==> config.mk <==
export PLATFORM = sky130hd
export DESIGN_NAME = parity_check_pipe
export DESIGN_NICKNAME = d
export VERILOG_FILES = /design/src/rtl/parity_check_pipe.sv
export SDC_FILE = /design/constraint.sdc
export NUM_CORES = 1
export LEC_CHECK = 0
export ABC_AREA = 1
export CELL_PAD_IN_SITES_DETAIL_PLACEMENT = 1
export CELL_PAD_IN_SITES_GLOBAL_PLACEMENT = 2
export CORE_MARGIN = 2
export CORE_UTILIZATION = 31
export CTS_CLUSTER_SIZE = 25
export DETAILED_ROUTE_END_ITERATION = 10
export MAX_ROUTING_LAYER = met4
export PLACE_DENSITY = 0.89
export SLEW_MARGIN = 20
export SYNTH_ARGS = -nofsm -noshare
export SYNTH_HDL_FRONTEND = slang
export SYNTH_SLANG_ARGS = --single-unit
==> constraint.sdc <==
create_clock -name clk -period 3.6 [get_ports clk]
set_input_delay 0.54 -clock clk [delete_from_list [all_inputs] [get_ports clk]]
set_output_delay 0.54 -clock clk [all_outputs]
set_load 0.03 [all_outputs]
==> src/rtl/parity_check_pipe.sv <==
// Even-parity checker with a one-entry output register plus skid buffer.
// It also keeps a saturating error count and captures the first failing word.
module parity_check_pipe #(
  parameter int DATA_W = 32,
  parameter int CNT_W  = 16
) (
  input  logic              clk,
  input  logic              rst_n,
  input  logic              in_valid,
  output logic              in_ready,
  input  logic [DATA_W-1:0] in_data,
  input  logic              in_par,
  output logic              out_valid,
  input  logic              out_ready,
  output logic [DATA_W-1:0] out_data,
  output logic              out_err,
  input  logic              clr_err,
  output logic [CNT_W-1:0]  err_cnt,
  output logic              first_err_vld,
  output logic [DATA_W-1:0] first_err_data
);

  logic              outValid_q, outValid_d;
  logic [DATA_W-1:0] outData_q, outData_d;
  logic              outErr_q, outErr_d;
  logic              skidValid_q, skidValid_d;
  logic [DATA_W-1:0] skidData_q, skidData_d;
  logic              skidErr_q, skidErr_d;
  logic [CNT_W-1:0]  errCnt_q, errCnt_d;
  logic              firstVld_q, firstVld_d;
  logic [DATA_W-1:0] firstData_q, firstData_d;

  logic accept;
  logic inErr;

  assign in_ready = ~skidValid_q;
  assign accept   = in_valid & ~skidValid_q;
  assign inErr    = ^{in_data, in_par};

  // The skid entry always has priority over new input because it is older.
  always_comb begin
    outValid_d  = outValid_q;
    outData_d   = outData_q;
    outErr_d    = outErr_q;
    skidValid_d = skidValid_q;
    skidData_d  = skidData_q;
    skidErr_d   = skidErr_q;
    if (!outValid_q || out_ready) begin
      if (skidValid_q) begin
        outValid_d  = 1'b1;
        outData_d   = skidData_q;
        outErr_d    = skidErr_q;
        skidValid_d = 1'b0;
      end else if (accept) begin
        outValid_d = 1'b1;
        outData_d  = in_data;
        outErr_d   = inErr;
      end else begin
        outValid_d = 1'b0;
      end
    end else if (accept) begin
      skidValid_d = 1'b1;
      skidData_d  = in_data;
      skidErr_d   = inErr;
    end
  end

  // Clear is applied before a same-cycle erroring word is counted.
  always_comb begin
    errCnt_d    = clr_err ? '0 : errCnt_q;
    firstVld_d  = clr_err ? 1'b0 : firstVld_q;
    firstData_d = firstData_q;
    if (accept && inErr) begin
      if (errCnt_d != '1) errCnt_d = errCnt_d + CNT_W'(1);
      if (!firstVld_d) begin
        firstVld_d  = 1'b1;
        firstData_d = in_data;
      end
    end
  end

  always_ff @(posedge clk or negedge rst_n) begin
    if (!rst_n) begin
      outValid_q  <= 1'b0;
      outData_q   <= '0;
      outErr_q    <= 1'b0;
      skidValid_q <= 1'b0;
      skidData_q  <= '0;
      skidErr_q   <= 1'b0;
      errCnt_q    <= '0;
      firstVld_q  <= 1'b0;
      firstData_q <= '0;
    end else begin
      outValid_q  <= outValid_d;
      outData_q   <= outData_d;
      outErr_q    <= outErr_d;
      skidValid_q <= skidValid_d;
      skidData_q  <= skidData_d;
      skidErr_q   <= skidErr_d;
      errCnt_q    <= errCnt_d;
      firstVld_q  <= firstVld_d;
      firstData_q <= firstData_d;
    end
  end

  assign out_valid      = outValid_q;
  assign out_data       = outData_q;
  assign out_err        = outErr_q;
  assign err_cnt        = errCnt_q;
  assign first_err_vld  = firstVld_q;
  assign first_err_data = firstData_q;

endmodule

==> reports/qor.csv <==
stage,metric,value,unit
cells_and_area,flip-flop and latch area,0.002928,sq mm
clocking,TritonCTS clock tree,built,
timing,Max-slew headroom,42.09,%
route,Starting DRT DRC Count,248,
synth,Mapped Area,0.005733,sq mm
worst_setup_path,"Largest delay share family, worst path",simple AND/OR/NAND/NOR gates,
clocking,Post-CTS Hold Buffers,0,
cells_and_area,ANT cells,0,
global_route,met1 Use GR,24.79,%
global_route,grt ovf,0,
power_and_ir_drop,Pleak,3.803,nW
run_status,status,"complete, no violations",
global_route,grt met2 use,28.75,%
synth,Post-Syn Area per Cell,7.455,sq um
worst_setup_path,CP startpoint kind,input port,
floorplan,row count,49,
clocking,clk slew on worst S/H paths,50,ps
timing,fin crit period,2647,ps
route,Detail Route Antenna Nets,0,
timing,Max Fclk,377.8,MHz
cells_and_area,fillers,2209,
global_route,vias in the first global route,5338,
route,final wirelength,17150,um
timing,Slew @ Worst Pin,868.6,ps
clocking,Clock Latency Late Sink,420,ps
timing,endpoints failing hold,0,
timing,unrepaired setup endpoints after global routing,false,
global_route,antenna violations before repair,0,
worst_setup_path,"Req. time, crit path",3900,ps
place,I/O Buffers,121,
cells_and_area,synthesis-to-layout area growth,34.83,%
worst_setup_path,"Critical Path, Cell by Cell",clkdlybuf4s50_1 > inv_1 > nand2_1 > nand2_1 > inv_1 > nand2_1 > nand2_1 > nand2_1 > nand2_1 > nand2_1 > nand2_1 > inv_2 > nand2_2 > nand4_1 > buf_4 > nand2_1 > nand2_1,
route,drt first pass iters,4,
global_route,largest net degree at the start of global routing,72,
timing,max-slew violations,0,
synth,register area share after synthesis,51.07,%
global_route,Total GRT Usage,18.58,%
floorplan,die area,0.01960,sq mm
floorplan,Chip Height,140.0,um
timing,TNS Setup,0,ps
clocking,CTS Buf Count,17,
timing,Max Clock Skew,11.09,ps
synth,Synth Warn #,0,
power_and_ir_drop,PD cells,670.8,mW/mm^2
worst_setup_path,Critical path buffers and inverters,5,
route,Via-to-Cell Ratio,4.649,
global_route,first-pass GRT wire length,28240,um
worst_setup_path,Critical Path Sink Type,flip-flop,
clocking,Post-CTS Setup Inserts,0,
timing,final setup fails,0,
global_route,met3 usage,4.274,%
worst_setup_path,critical path's most frequent cell,nand2_1,
place,Detailed Place HPWL,11730,um
route,DR vias,5249,
synth,#FFs+latches synth,117,
worst_setup_path,critical path's slowest cell,clkdlybuf4s50_1,
floorplan,I/O pin count,122,
clocking,clock buffer depth,2,
clocking,cts repair resizes,0,
clocking,TritonCTS Sinks,117,
floorplan,initial core utilization,31.81,%
cells_and_area,"commonest non-fill, non-tap cells in the layout","nand2_1, clkdlybuf4s50_1, dfrtp_1, nor2_1, inv_1",
route,routed len/inst,15.19,um
worst_setup_path,kind of critical path,in2reg,
power_and_ir_drop,Peak VDD IR,0.3537,mV
hold_path,worst hold path class,in2async,
route,# DRC,0,
timing,"Period Utilization, post-route",73.52,%
cells_and_area,"most common cell after layout, fill and taps aside",nand2_1,
place,routability cong.,0.7929,
worst_setup_path,r2r setup slk,1440,ps
global_route,gr busiest metal,met2,
worst_setup_path,biggest cell delay along the critical path,550,ps
cells_and_area,Final Util,42.88,%
clocking,root buffer cell,clkbuf_16,
synth,Syn Nets,808,
cells_and_area,Total Nets Final,930,
run,Max-Cap Viols,0,
synth,Syn Inst Count,769,
worst_setup_path,Worst Path Max Fanout,25,
cells_and_area,multi-input logic area,0.002410,sq mm
worst_setup_path,R2R cell count,12,
cells_and_area,layout cells sized above 1,5.222,%
clocking,H-Tree Depth,4,
worst_setup_path,cell depth of the worst setup path,17,
floorplan,Die Width,140.0,um
synth,Netlist cell types,27,
worst_setup_path,WP data arrival,2950,ps
floorplan,core area,0.01802,sq mm
[where the power goes]
part           internal, mW  switching (mW)  total (mW)
sequential             1.66           0.210        1.87
combinational         0.699            1.10        1.80
clock                 0.941           0.578        1.52
total                  3.30            1.89        5.19
[through the flow]
step                      hold slack [ps]  worst slack [ps]  std cells  power (mW)  area [sq um]
after floorplan                     244.4              1393        769       2.879          5733
final                               149.4             953.2       1129       5.185          7730
after global routing                189.3             653.5       1129       5.467          7730
after global placement              453.8             572.7       1101       3.671          7219
after detailed placement            460.9             480.2       1101       3.704          7219
after CTS                           165.5             915.6       1129       5.263          7730
[synth_stat cells, drive strengths merged]
cell type  number  area (sq um)
a21oi           2         10.01
a31oi          32         200.2
buf            12         80.07
clkbuf         19         71.32
clkinv          1         3.750
dfrtp         117          2928
ha              1         12.51
inv            66         247.7
nand2         346          1301
nand3          17         102.6
nand4           4         25.02
nor2           80         307.8
nor3            4         20.02
nor3b           1         7.510
nor4            4         25.02
o21ai          43         215.2
xnor2           8         70.07
xor2           12         105.1
[per-layer routing]
layer  wire length (um)  vias to the layer above
li1                   -                     2628
met4                159                        0
met1               8422                     2511
met5                  0                        -
met2               7922                       91
met3                644                       19
[state kept, by name (all words and copies together), names as in the netlist]
signal,cells
err_cnt,16
first_err_data,32
first_err_vld,1
out_data,32
out_err,1
out_valid,1
skidData_q,32
skidErr_q,1
skidValid_q,1
[worst paths after layout]
kind                                            from                        endpoint
max                                      in_data[11]  first_err_data[18]$_DFFE_PN0P_
min                                            rst_n        out_data[17]$_DFFE_PN0P_
max reg2reg                     err_cnt[1]$_DFF_PN0_            err_cnt[4]$_DFF_PN0_
min reg2reg                skidData_q[5]$_DFFE_PN0P_       skidData_q[5]$_DFFE_PN0P_
max in group asynchronous                      rst_n            err_cnt[5]$_DFF_PN0_
min in group clk           skidData_q[5]$_DFFE_PN0P_       skidData_q[5]$_DFFE_PN0P_
[area by class of cell]
cell class | instances | share of cell area (%)
sequential | 117 | 37.88
multi-input combinational | 554 | 31.18
timing repair buffer | 134 | 17.38
clock buffer | 21 | 5.827
tap | 229 | 3.707
inverter | 67 | 3.253
clock inverter | 7 | 0.7770
[logic make-up (layout without fill, tap and decap cells)]
family / after synthesis / count (layout) / synth area share, %
flops: 117 / 117 / 51.07
simple gates: 456 / 456 / 31.21
buf+inv: 98 / 229 / 7.027
compound gates: 77 / 77 / 7.420
xor+xnor: 20 / 20 / 3.055
fa+ha+maj: 1 / 1 / 0.2182
Note: power is estimated with default switching activity, not from simulation.
